File: src/rtl/pipeline_hazard_ctrl_if.sv
// Hazard-control bundle between the RV32 pipeline stages and pipeline_hazard_ctrl.
// The master side is the pipeline; the slave side is the hazard controller.
interface pipeline_hazard_ctrl_if;
    logic        memread_EX;
    logic [4:0]  rd_EX;
    logic [4:0]  rs1_ID;
    logic [4:0]  rs2_ID;
    logic        use_rs1_ID;
    logic        use_rs2_ID;
    logic        redirect_EX;
    logic        mdu_op_EX;
    logic        mdu_done;
    logic        dmem_req_MEM;
    logic        dmem_ready;
    logic        mdu_start;
    logic        stall_PC;
    logic        stall_IF_ID;
    logic        flush_IF_ID;
    logic        stall_ID_EX;
    logic        flush_ID_EX;
    logic        stall_EX_MEM;
    logic        flush_EX_MEM;
    logic        flush_MEM_WB;
    logic        mem_err;
    logic [31:0] perf_stall_cnt;
    logic [31:0] perf_flush_cnt;

    modport master (
        output memread_EX, rd_EX, rs1_ID, rs2_ID, use_rs1_ID, use_rs2_ID,
               redirect_EX, mdu_op_EX, mdu_done, dmem_req_MEM, dmem_ready,
        input  mdu_start, stall_PC, stall_IF_ID, flush_IF_ID, stall_ID_EX,
               flush_ID_EX, stall_EX_MEM, flush_EX_MEM, flush_MEM_WB,
               mem_err, perf_stall_cnt, perf_flush_cnt
    );

    modport slave (
        input  memread_EX, rd_EX, rs1_ID, rs2_ID, use_rs1_ID, use_rs2_ID,
               redirect_EX, mdu_op_EX, mdu_done, dmem_req_MEM, dmem_ready,
        output mdu_start, stall_PC, stall_IF_ID, flush_IF_ID, stall_ID_EX,
               flush_ID_EX, stall_EX_MEM, flush_EX_MEM, flush_MEM_WB,
               mem_err, perf_stall_cnt, perf_flush_cnt
    );
endinterface

File: src/rtl/pipeline_hazard_ctrl.sv
// Stall/flush sequencer for the 5-stage RV32 pipeline: dmem wait > MDU > redirect > load-use.
// Define HAZARD_PERF_EN to build the stall/redirect-flush performance counters.
module pipeline_hazard_ctrl #(
    parameter int MEM_TIMEOUT = 64
) (
    input  logic                    clk,
    input  logic                    reset,
    pipeline_hazard_ctrl_if.slave   hz
);
    localparam int CW = $clog2(MEM_TIMEOUT + 1);

    typedef enum logic [1:0] {RUN, MDU_WAIT, MEM_WAIT} state_e;

    state_e        state_q, state_d;
    logic [CW-1:0] cnt_q, cnt_d;
    logic          done_pend_q, done_pend_d;
    logic          mdu_start_q, mdu_start_d;
    logic          mem_err_q, mem_err_d;
    logic          memstall, loaduse, redirect_flush;
    logic          s_pc, s_ifid, s_idex, s_exmem;
    logic          f_ifid, f_idex, f_exmem, f_memwb;

    assign memstall = hz.dmem_req_MEM & ~hz.dmem_ready;
    assign loaduse  = hz.memread_EX & (hz.rd_EX != 5'd0) &
                      ((hz.use_rs1_ID & (hz.rs1_ID == hz.rd_EX)) |
                       (hz.use_rs2_ID & (hz.rs2_ID == hz.rd_EX)));

    always_ff @(posedge clk) begin
        if (reset) begin
            state_q     <= RUN;
            cnt_q       <= '0;
            done_pend_q <= 1'b0;
            mdu_start_q <= 1'b0;
            mem_err_q   <= 1'b0;
        end else begin
            state_q     <= state_d;
            cnt_q       <= cnt_d;
            done_pend_q <= done_pend_d;
            mdu_start_q <= mdu_start_d;
            mem_err_q   <= mem_err_d;
        end
    end

    always_comb begin
        state_d        = state_q;
        cnt_d          = cnt_q;
        done_pend_d    = done_pend_q;
        mdu_start_d    = 1'b0;
        mem_err_d      = mem_err_q;
        redirect_flush = 1'b0;
        s_pc = 1'b0; s_ifid = 1'b0; s_idex = 1'b0; s_exmem = 1'b0;
        f_ifid = 1'b0; f_idex = 1'b0; f_exmem = 1'b0; f_memwb = 1'b0;
        if (reset) begin
            f_ifid = 1'b1; f_idex = 1'b1; f_exmem = 1'b1; f_memwb = 1'b1;
        end else begin
            unique case (state_q)
                RUN: begin
                    if (memstall) begin
                        s_pc = 1'b1; s_ifid = 1'b1; s_idex = 1'b1; s_exmem = 1'b1;
                        f_memwb = 1'b1;
                        state_d = MEM_WAIT;
                        cnt_d   = CW'(1);
                    end else if (hz.mdu_op_EX) begin
                        s_pc = 1'b1; s_ifid = 1'b1; s_idex = 1'b1;
                        f_exmem     = 1'b1;
                        mdu_start_d = 1'b1;
                        done_pend_d = 1'b0;
                        state_d     = MDU_WAIT;
                    end else if (hz.redirect_EX) begin
                        f_ifid = 1'b1; f_idex = 1'b1;
                        redirect_flush = 1'b1;
                    end else if (loaduse) begin
                        s_pc = 1'b1; s_ifid = 1'b1; f_idex = 1'b1;
                    end
                end
                MDU_WAIT: begin
                    if (hz.mdu_done) done_pend_d = 1'b1;
                    // Release in the completion cycle so the MDU op advances out of EX.
                    if ((hz.mdu_done | done_pend_q) & ~memstall) begin
                        done_pend_d = 1'b0;
                        state_d     = RUN;
                    end else begin
                        s_pc = 1'b1; s_ifid = 1'b1; s_idex = 1'b1;
                        if (memstall) begin
                            s_exmem = 1'b1; f_memwb = 1'b1;
                        end else begin
                            f_exmem = 1'b1;
                        end
                    end
                end
                MEM_WAIT: begin
                    if (memstall) begin
                        s_pc = 1'b1; s_ifid = 1'b1; s_idex = 1'b1; s_exmem = 1'b1;
                        f_memwb = 1'b1;
                        if (cnt_q != CW'(MEM_TIMEOUT)) cnt_d = cnt_q + 1'b1;
                        if (cnt_q >= CW'(MEM_TIMEOUT - 1)) mem_err_d = 1'b1;
                    end else begin
                        cnt_d   = '0;
                        state_d = RUN;
                    end
                end
                default: state_d = RUN;
            endcase
        end
    end

    assign hz.mdu_start    = mdu_start_q;
    assign hz.mem_err      = mem_err_q;
    assign hz.stall_PC     = s_pc;
    assign hz.stall_IF_ID  = s_ifid;
    assign hz.flush_IF_ID  = f_ifid;
    assign hz.stall_ID_EX  = s_idex;
    assign hz.flush_ID_EX  = f_idex;
    assign hz.stall_EX_MEM = s_exmem;
    assign hz.flush_EX_MEM = f_exmem;
    assign hz.flush_MEM_WB = f_memwb;

`ifdef HAZARD_PERF_EN
    logic [31:0] pstall_q, pflush_q;

    always_ff @(posedge clk) begin
        if (reset) begin
            pstall_q <= '0;
            pflush_q <= '0;
        end else begin
            if (s_pc)           pstall_q <= pstall_q + 32'd1;
            if (redirect_flush) pflush_q <= pflush_q + 32'd1;
        end
    end

    assign hz.perf_stall_cnt = pstall_q;
    assign hz.perf_flush_cnt = pflush_q;
`else
    assign hz.perf_stall_cnt = '0;
    assign hz.perf_flush_cnt = '0;
`endif
endmodule

File: src/flat_wrapper.sv
// flat-port wrapper written by rule: the top's interface ports become plain ports
module pipeline_hazard_ctrl_flat 
#(
    parameter int MEM_TIMEOUT = 64
)
  (clk, reset, hz_memread_EX, hz_rd_EX, hz_rs1_ID, hz_rs2_ID, hz_use_rs1_ID, hz_use_rs2_ID, hz_redirect_EX, hz_mdu_op_EX, hz_mdu_done, hz_dmem_req_MEM, hz_dmem_ready, hz_mdu_start, hz_stall_PC, hz_stall_IF_ID, hz_flush_IF_ID, hz_stall_ID_EX, hz_flush_ID_EX, hz_stall_EX_MEM, hz_flush_EX_MEM, hz_flush_MEM_WB, hz_mem_err, hz_perf_stall_cnt, hz_perf_flush_cnt);
  pipeline_hazard_ctrl_if hz_i ();
  input  logic clk;
  input  logic reset;
  input wire logic [$bits(hz_i.memread_EX)-1:0] hz_memread_EX;
  input wire logic [$bits(hz_i.rd_EX)-1:0] hz_rd_EX;
  input wire logic [$bits(hz_i.rs1_ID)-1:0] hz_rs1_ID;
  input wire logic [$bits(hz_i.rs2_ID)-1:0] hz_rs2_ID;
  input wire logic [$bits(hz_i.use_rs1_ID)-1:0] hz_use_rs1_ID;
  input wire logic [$bits(hz_i.use_rs2_ID)-1:0] hz_use_rs2_ID;
  input wire logic [$bits(hz_i.redirect_EX)-1:0] hz_redirect_EX;
  input wire logic [$bits(hz_i.mdu_op_EX)-1:0] hz_mdu_op_EX;
  input wire logic [$bits(hz_i.mdu_done)-1:0] hz_mdu_done;
  input wire logic [$bits(hz_i.dmem_req_MEM)-1:0] hz_dmem_req_MEM;
  input wire logic [$bits(hz_i.dmem_ready)-1:0] hz_dmem_ready;
  output wire logic [$bits(hz_i.mdu_start)-1:0] hz_mdu_start;
  output wire logic [$bits(hz_i.stall_PC)-1:0] hz_stall_PC;
  output wire logic [$bits(hz_i.stall_IF_ID)-1:0] hz_stall_IF_ID;
  output wire logic [$bits(hz_i.flush_IF_ID)-1:0] hz_flush_IF_ID;
  output wire logic [$bits(hz_i.stall_ID_EX)-1:0] hz_stall_ID_EX;
  output wire logic [$bits(hz_i.flush_ID_EX)-1:0] hz_flush_ID_EX;
  output wire logic [$bits(hz_i.stall_EX_MEM)-1:0] hz_stall_EX_MEM;
  output wire logic [$bits(hz_i.flush_EX_MEM)-1:0] hz_flush_EX_MEM;
  output wire logic [$bits(hz_i.flush_MEM_WB)-1:0] hz_flush_MEM_WB;
  output wire logic [$bits(hz_i.mem_err)-1:0] hz_mem_err;
  output wire logic [$bits(hz_i.perf_stall_cnt)-1:0] hz_perf_stall_cnt;
  output wire logic [$bits(hz_i.perf_flush_cnt)-1:0] hz_perf_flush_cnt;
  assign hz_i.memread_EX = hz_memread_EX;
  assign hz_i.rd_EX = hz_rd_EX;
  assign hz_i.rs1_ID = hz_rs1_ID;
  assign hz_i.rs2_ID = hz_rs2_ID;
  assign hz_i.use_rs1_ID = hz_use_rs1_ID;
  assign hz_i.use_rs2_ID = hz_use_rs2_ID;
  assign hz_i.redirect_EX = hz_redirect_EX;
  assign hz_i.mdu_op_EX = hz_mdu_op_EX;
  assign hz_i.mdu_done = hz_mdu_done;
  assign hz_i.dmem_req_MEM = hz_dmem_req_MEM;
  assign hz_i.dmem_ready = hz_dmem_ready;
  assign hz_mdu_start = hz_i.mdu_start;
  assign hz_stall_PC = hz_i.stall_PC;
  assign hz_stall_IF_ID = hz_i.stall_IF_ID;
  assign hz_flush_IF_ID = hz_i.flush_IF_ID;
  assign hz_stall_ID_EX = hz_i.stall_ID_EX;
  assign hz_flush_ID_EX = hz_i.flush_ID_EX;
  assign hz_stall_EX_MEM = hz_i.stall_EX_MEM;
  assign hz_flush_EX_MEM = hz_i.flush_EX_MEM;
  assign hz_flush_MEM_WB = hz_i.flush_MEM_WB;
  assign hz_mem_err = hz_i.mem_err;
  assign hz_perf_stall_cnt = hz_i.perf_stall_cnt;
  assign hz_perf_flush_cnt = hz_i.perf_flush_cnt;
  pipeline_hazard_ctrl #(.MEM_TIMEOUT(MEM_TIMEOUT)) u_core (.clk(clk), .reset(reset), .hz(hz_i));
endmodule
File: config.mk
export PLATFORM = sky130hd
export DESIGN_NAME = pipeline_hazard_ctrl_flat
export DESIGN_NICKNAME = d
export VERILOG_FILES = /design/src/rtl/pipeline_hazard_ctrl_if.sv /design/src/rtl/pipeline_hazard_ctrl.sv /design/src/flat_wrapper.sv
export SDC_FILE = /design/constraint.sdc
export NUM_CORES = 1
export LEC_CHECK = 0
export BUFFER_PORTS_ARGS = -buffer_cell sky130_fd_sc_hd__buf_2
export CORE_MARGIN = 1.5
export CORE_UTILIZATION = 42
export DETAILED_ROUTE_END_ITERATION = 8
export PLACE_DENSITY = 0.9
export SYNTH_ARGS = -nofsm -noshare
export SYNTH_HDL_FRONTEND = slang
export SYNTH_SLANG_ARGS = --single-unit
File: constraint.sdc
create_clock -name clk -period 2.5 [get_ports clk]
set_input_delay 0.125 -clock clk [delete_from_list [all_inputs] [get_ports clk]]
set_output_delay 0.125 -clock clk [all_outputs]
set_load 0.005 [all_outputs]
==> results.cfg, run 1 <==
[hold_path]
worstHoldPathCells = 3
hold_end = u_core.hz.mdu_start$_SDFF_PP0_
holdCritPathClass = in -> reg
hp-start = hz_mdu_op_EX

[grt]
grt_pass1_vias = 865
use_met2_pct = 21.5
antenna_found_initial = 0
grt_pass1_wl_um = 3590
grt-busiest-layer = met2
track_usage_pct = 12.6
grt_use_met1_pct = 15.6
overflow = 0
grtUsageMet3_pct = 4.05
grt_start_max_net_pins = 18

[yosys]
yosys.area.top_type = buf_4
yosys_warnings = 0
synth_seq_cells = 12
synth_async_sr_flop_share_pct = 0
synth_common_cells = buf_4, dfxtp_1, a21oi_1
syn-instance-count = 184
yosysMostFrequentCell = buf_4
synth.distinct_cells = 39
yosysTopAreaCellShare_pct = 34.6
synth-edff-count = 0
yosysSeqAreaShare_pct = 17.0
avgSynthCellArea_sq_um = 7.66
syn_area_sq_um = 1410
synth_area_leaders = buf_4, dfxtp_1, xor2_1
yosys_most_used_dff = dfxtp_1

[cts]
path_clk_slew_ns = 0.07
cts_setup_buffers = 0
cts-resized-gates = 0
insertion_delay_ns = 0.27
clock_sinks = 12
tritoncts = done
cts_buffers = 3
htreeDepth = 1
postCtsHoldBufs = 0
clockBufferDepth = 2
cts-root-buf = clkbuf_4

[setup_path]
r2r_start = u_core.cnt_q[0]$_SDFFE_PP0P_
reg2regPathDepth = 6
required_ns = 2.69
end_kind = register
critical_path_class = reg -> reg
cp_max_fo = 7
r2r_setup_slack_ns = 0.62
arrival_ns = 2.07
r2r_end = u_core.cnt_q[3]$_SDFFE_PP0P_
cp-start-kind = register

[routing]
via_per_inst = 4.36
drc = 0
ant_nets = 0
dr.pass1.iters = 4
wl_um = 2320
drt-wirelength-per-cell_um = 9.08
vias = 1117
drt_iter0_markers = 13

[place]
port_buffers = 34
dp_hpwl_um = 1890
gp_congestion = 0.886

[die]
rows = 20
fp.dieW_um = 60.9
coreArea_sq_um = 3130
die_area_sq_um = 3710
start_util_pct = 45.1
die_y_um = 60.9
io_pins = 99

[final_layout]
nFillCells = 326
area_growth_pct = -3.19
nets = 241
num_antenna_cells = 0
drive_gt1_share_pct = 18.9

[sta]
setup_viol = 0
max_freq_mhz = 532
slew_headroom_pct = 66.2
drv_slew = 0
finClkSkew_ns = 0.00269
fin_setup_tns_ns = 0
hold_violations = 0
period_share_pct = 75.1
fin_crit_ns = 1.88
worstMarginPinSlew_ns = 0.507
rsz0062_at_grt = no

[outcome]
run_status = finished, final reports clean

[flow_run]
drv_cap = 0

[power_and_ir_drop]
peakVddDrop_mv = 0.242
p_per_area_nw_per_um2 = 327
p_leak_uw = 0.000650
power_uw = 446
==> worst max-delay path by stage <==
| stage | end | slack [ns] | start |
|---|---|---|---|
| 2_1_floorplan | u_core.cnt_q[2]$_SDFFE_PP0P_ | 0.71 | u_core.cnt_q[0]$_SDFFE_PP0P_ |
| 3_3_place_gp | u_core.cnt_q[3]$_SDFFE_PP0P_ | 0.71 | u_core.cnt_q[0]$_SDFFE_PP0P_ |
| 3_5_place_dp | u_core.cnt_q[2]$_SDFFE_PP0P_ | 0.63 | u_core.cnt_q[0]$_SDFFE_PP0P_ |
| 4_1_cts | u_core.cnt_q[2]$_SDFFE_PP0P_ | 0.63 | u_core.cnt_q[0]$_SDFFE_PP0P_ |
| 5_1_grt | u_core.cnt_q[3]$_SDFFE_PP0P_ | 0.50 | u_core.cnt_q[0]$_SDFFE_PP0P_ |
| 6_report | u_core.cnt_q[3]$_SDFFE_PP0P_ | 0.62 | u_core.cnt_q[0]$_SDFFE_PP0P_ |
==> power by group <==
group | switching, uW | internal [uW] | total, uW
clock network | 61.0 | 55.8 | 117
logic | 74.3 | 49.3 | 124
registers | 9.95 | 196 | 206
==> final cells by class <==
type                    count  area (sq um)  area share [%]
well taps                  44          55.1            4.03
flip-flops and latches     12           240            17.6
repair buffers             34           170            12.5
clock buffers               3          22.5            1.65
inverters                   7          26.3            1.92
multi-input cells         156           851            62.3
==> cells in the final DEF, fill, tap and decap left out, drive strengths merged, types with 2 or more instances in the layout <==
master,instances
xor2,8
buf,34
ha,2
xnor2,3
inv,7
nor2,8
a211oi,5
nor3,4
a21o,2
and3,3
nor2b,2
o31ai,5
o21ai,6
o211ai,2
nand3,2
a21oi,10
nor4,2
conb,64
nand2,9
clkbuf,3
or4,4
dfxtp,12
==> per-stage QoR <==
step	util, %	area (sq um)	cells	hold WS [ns]	setup WS (ns)
2_1_floorplan	-	1650	247	0.243	0.708
3_3_place_gp	42.9	1340	253	0.406	0.714
3_5_place_dp	42.9	1340	253	0.401	0.632
4_1_cts	43.6	1370	256	0.112	0.632
5_1_grt	43.6	1370	256	0.131	0.502
6_report	43.6	1370	256	0.108	0.621
==> sequential cells by signal, indices dropped and copies added, names as in the netlist <==
name                 cells
u_core.cnt_q             7
u_core.done_pend_q       1
u_core.state_q           2
u_core.hz.mdu_start      1
u_core.hz.mem_err        1
==> worst max-delay path: stages, from the launching register on <==
cell	delay [ns]
dfxtp_1	0.42
inv_1	0.07
ha_1	0.18
nor2b_1	0.16
and4_1	0.27
or4_1	0.47
a211oi_1	0.23
==> per-layer routing <==
| metal | wire, um | vias to the layer above |
|---|---|---|
| met5 | 0 | - |
| met4 | 0 | 0 |
| met3 | 202 | 0 |
| met2 | 1180 | 62 |
| met1 | 939 | 493 |
| li1 | - | 562 |
==> cell families (layout without fill, tap and decap cells) <==
kind of cell	after synthesis	after routing	synth area share [%]
AOI/OAI and AO/OA	37	37	17.1
xor gates and xnor gates	11	11	6.83
adders and majority gates	2	2	1.77
buffers and inverters	79	44	39.4
DFF	12	12	17.0
muxes	1	1	0.710
other	1	64	0.266
and+or+nand+nor	41	41	16.9
(Power assumes the default switching activity.)
==> inputs of run 2 (changes only) <==
CORE_UTILIZATION = 38   (was 42)
PLACE_DENSITY = 0.86   (was 0.9)
clock period = 1.6 ns   (was 2.5 ns; I/O delays follow)
==> results.cfg, run 2 (synthesized netlist as in run 1, its figures left out) <==
[outcome]
run_status = finished, final reports clean

[sta]
max_freq_mhz = 639
whs_ns = 0.0959
hold_violations = 0
finClkSkew_ns = 0.00248
drv_slew = 0
fin_setup_tns_ns = 0
setup_viol = 0
fin_crit_ns = 1.56
period_share_pct = 97.8

[routing]
wl_um = 2750
drt_iter0_markers = 20
via_per_inst = 4.42
ant_nets = 0
dr.pass1.iters = 4
vias = 1184
drt-wirelength-per-cell_um = 10.3
drc = 0

[place]
dp_hpwl_um = 2120
gp_congestion = 0.813
port_buffers = 34

[final_layout]
largestRegisters = u_core.cnt_q (7), u_core.state_q (2)
final-seq-area_sq_um = 248
final_common_cell = conb_1
area_growth_pct = 7.72
drive_gt1_share_pct = 28.4
layout_common_cells = conb_1, buf_2, a21oi_1
multi_input_area_sq_um = 895
nets = 250
top_register = u_core.cnt_q
nFillCells = 367
largest_register_ffs = 7
num_antenna_cells = 0

[die]
die_y_um = 63.9
start_util_pct = 41.0
die_area_sq_um = 4090
fp.dieW_um = 63.9
io_pins = 99
coreArea_sq_um = 3440
rows = 21

[setup_path]
reg2regPathDepth = 6
end_kind = register
cp-start-kind = register
arrival_ns = 1.73
required_ns = 1.77
r2r_end = u_core.cnt_q[2]$_SDFFE_PP0P_
critPathLaunch = u_core.cnt_q[1]$_SDFFE_PP0P_
cp_max_fo = 4
r2r_start = u_core.cnt_q[1]$_SDFFE_PP0P_
critical_path_class = reg -> reg
r2r_setup_slack_ns = 0.04

[power_and_ir_drop]
p_per_area_nw_per_um2 = 577
p_leak_uw = 0.000728
power_uw = 877
peakVddDrop_mv = 0.214

[grt]
overflow = 0
track_usage_pct = 12.3
grt_start_max_net_pins = 18
grt_pass1_vias = 977
grt_pass1_wl_um = 4040
antenna_found_initial = 0

[hold_path]
hp-start = hz_mdu_op_EX
worstHoldPathCells = 3
hold_end = u_core.hz.mdu_start$_SDFF_PP0_
holdCritPathClass = in -> reg

[cts]
insertion_delay_ns = 0.25
clock_sinks = 12
cts_buffers = 3
cts-root-buf = clkbuf_8
clockBufferDepth = 2
htreeDepth = 1
path_clk_slew_ns = 0.05
tritoncts = done

[flow_run]
drv_cap = 0
[run 2: metal layers]
metal	global-route usage, %	wire length, um	share of wire [%]
met1	12.9	1020	37
met2	24.0	1500	55
met3	3.17	218	7.9
met4	3.26	17	0.62
met5	0	0	0
[run 2: critical path, cell delays in order, from the launching register on]
cell and delay, ns:
dfxtp_2 0.32, inv_1 0.04, ha_2 0.17, nor2b_4 0.13, and4_4 0.17, or4_4 0.48
a211oi_2 0.18
[run 2: final cells by class]
| type | count | share of cell area [%] |
|---|---|---|
| inverters | 7 | 1.73 |
| flip-flops and latches | 12 | 16.3 |
| clock buffers | 4 | 3.62 |
| repair buffers | 43 | 15.7 |
| multi-input cells | 156 | 58.9 |
| well taps | 46 | 3.79 |
[run 2: worst max-delay path by stage]
stage,slack [ns],cells after the start,endpoint
3_5_place_dp,-0.05,6,u_core.cnt_q[2]$_SDFFE_PP0P_
5_1_grt,-0.0004,6,hz_flush_ID_EX
2_1_floorplan,-0.06,7,u_core.cnt_q[2]$_SDFFE_PP0P_
6_report,0.04,6,u_core.cnt_q[2]$_SDFFE_PP0P_
3_3_place_gp,0.01,6,u_core.cnt_q[2]$_SDFFE_PP0P_
4_1_cts,0.006,6,u_core.cnt_q[2]$_SDFFE_PP0P_
[run 2: metrics by stage]
stage / worst slack, ns / util, % / instance area, sq um / std cells
6_report: 0.0351 / 44.1 / 1520 / 268
5_1_grt: -0.000370 / 44.1 / 1520 / 268
4_1_cts: 0.00614 / 43.1 / 1480 / 268
3_5_place_dp: -0.0502 / 41.2 / 1420 / 263
3_3_place_gp: 0.0140 / 41.2 / 1420 / 263
2_1_floorplan: -0.0640 / - / 1660 / 247
[run 2: report_power, final]
group	total, uW	leakage, uW	switching, uW	internal [uW]
Sequential	316	0.0000993	8.93	307
Combinational	223	0.000600	132	91.0
Clock	338	0.0000288	120	218
Total	877	0.000728	261	616
[run 2: repair_timing]
item,4_1_cts,5_1_grt
buffers inserted,1,0
pin swaps,2,1
gates cloned,0,0
endpoints found under the setup margin,5,4
hold buffers,0,0
resized for setup,3,8
==> inputs of run 3 (changes only) <==
==> constraint.sdc (replaced) <==
create_clock -name clk -period 1.6 [get_ports clk]
set_input_delay 0.32 -clock clk [delete_from_list [all_inputs] [get_ports clk]]
set_output_delay 0.32 -clock clk [all_outputs]
set_load 0.005 [all_outputs]
==> results.cfg, run 3 (synthesized netlist as in run 1, its figures left out) <==
[cts]
postCtsHoldBufs = 0
clock_sinks = 12
path_clk_slew_ns = 0.05
tritoncts = done
insertion_delay_ns = 0.24
htreeDepth = 1
cts_buffers = 3
clockBufferDepth = 2
cts-root-buf = clkbuf_8

[setup_path]
max_stage_delay_ns = 0.54
path_cells = buf_6 > or4_4 > o2111ai_2 > o22ai_2 > buf_2
end_kind = primary output
required_ns = 1.28
arrival_ns = 1.41
cp_max_fo = 3
worst_path_max_delay_cell = or4_4
critical_path_class = in -> out
reg2regPathDepth = 6
cp-start-kind = input port

[sta]
max_freq_mhz = 578
drv_slew = 0
fin_ws_ns = -0.132
hold_violations = 0
setup_viol = 3
fin_crit_ns = 1.73
rsz0062_at_grt = yes
period_share_pct = 108
fin_setup_tns_ns = -0.355
finClkSkew_ns = 0.00290

[routing]
via_per_inst = 4.49
drt-wirelength-per-cell_um = 10.9
ant_nets = 0
drt_iter0_markers = 42
drc = 0
dr.pass1.iters = 4
vias = 1252
wl_um = 3030

[place]
gp_congestion = 0.814
port_buffers = 34
dpl-instance-area_sq_um = 1510
dp_hpwl_um = 2400

[hold_path]
worstHoldPathCells = 2
holdCritPathClass = in -> reg

[final_layout]
layout_common_cells = conb_1, buf_2, buf_4
final_common_cell = conb_1
top_register = u_core.cnt_q
largest_register_ffs = 7
num_antenna_cells = 0
area_growth_pct = 17.6
largestRegisters = u_core.cnt_q (7), u_core.state_q (2)
design_area_sq_um = 1660
nets = 262
drive_gt1_share_pct = 34.8

[die]
io_pins = 99
die_area_sq_um = 4090
die_y_um = 63.9
start_util_pct = 41.0
rows = 21
fp.dieW_um = 63.9
coreArea_sq_um = 3440

[power_and_ir_drop]
p_per_area_nw_per_um2 = 519
peakVddDrop_mv = 0.212
p_leak_uw = 0.000798

[grt]
track_usage_pct = 14.2
grt_pass1_wl_um = 4590
grt_start_max_net_pins = 12
antenna_found_initial = 0
grt_pass1_vias = 1013
overflow = 0

[outcome]
run_status = complete, but fails checks
violations = negative setup slack

[flow_run]
drv_cap = 0
[run 3: final timing paths]
kind	startpoint	end	slack, ns
max	hz_rd_EX[1]	hz_stall_IF_ID	-0.13
min	reset	u_core.done_pend_q$_SDFFE_PP0P_	0.41
max reg2reg	u_core.cnt_q[1]$_SDFFE_PP0P_	u_core.cnt_q[2]$_SDFFE_PP0P_	0.01
min reg2reg	u_core.hz.mem_err$_SDFFE_PP0P_	u_core.hz.mem_err$_SDFFE_PP0P_	0.44
[run 3: what timing repair did]
| item | in CTS | in global routing |
|---|---|---|
| resized for setup | 13 | 10 |
| setup endpoints to repair | 6 | 10 |
| pin swaps | 4 | 12 |
| buffers inserted | 2 | 1 |
[run 3: stage by stage]
stage | cells | total power (uW) | hold WS, ns | util (%) | worst slack [ns]
after floorplan | 247 | 575 | 0.438 | - | -0.0640
after global placement | 273 | 556 | 0.433 | 43.8 | -0.132
after detailed placement | 273 | 560 | 0.442 | 43.8 | -0.160
after CTS | 278 | 854 | 0.403 | 46.7 | -0.115
after global routing | 279 | 917 | 0.431 | 48.2 | -0.189
final | 279 | 861 | 0.415 | 48.2 | -0.132
[run 3: worst max-delay path, delay by kind of cell]
family | cells | cell delay [ns]
and+or+nand+nor | 1 | 0.54
AOI/OAI and AO/OA | 2 | 0.30
buffers and inverters | 2 | 0.25
[run 3: layout make-up]
type	instances	area, sq um
fillers	337	1780
inverters	7	26.3
well taps	46	57.6
flip-flops and latches	12	250
repair buffers	55	354
clock buffers	3	41.3
multi-input cells	156	928
[run 3: report_power, final]
group | internal (uW) | switching (uW)
sequential | 306 | 5.94
combinational | 125 | 148
clock | 166 | 110
[run 3: per-layer routing]
metal	vias to the layer above	GRT usage (%)	routed length [um]	part of all wire [%]
met2	72	26.6	1670	55
met5	-	0	0	0
met4	0	3.26	22	0.73
met1	574	15.8	1110	37
li1	601	-	-	-
met3	5	3.70	227	7.5
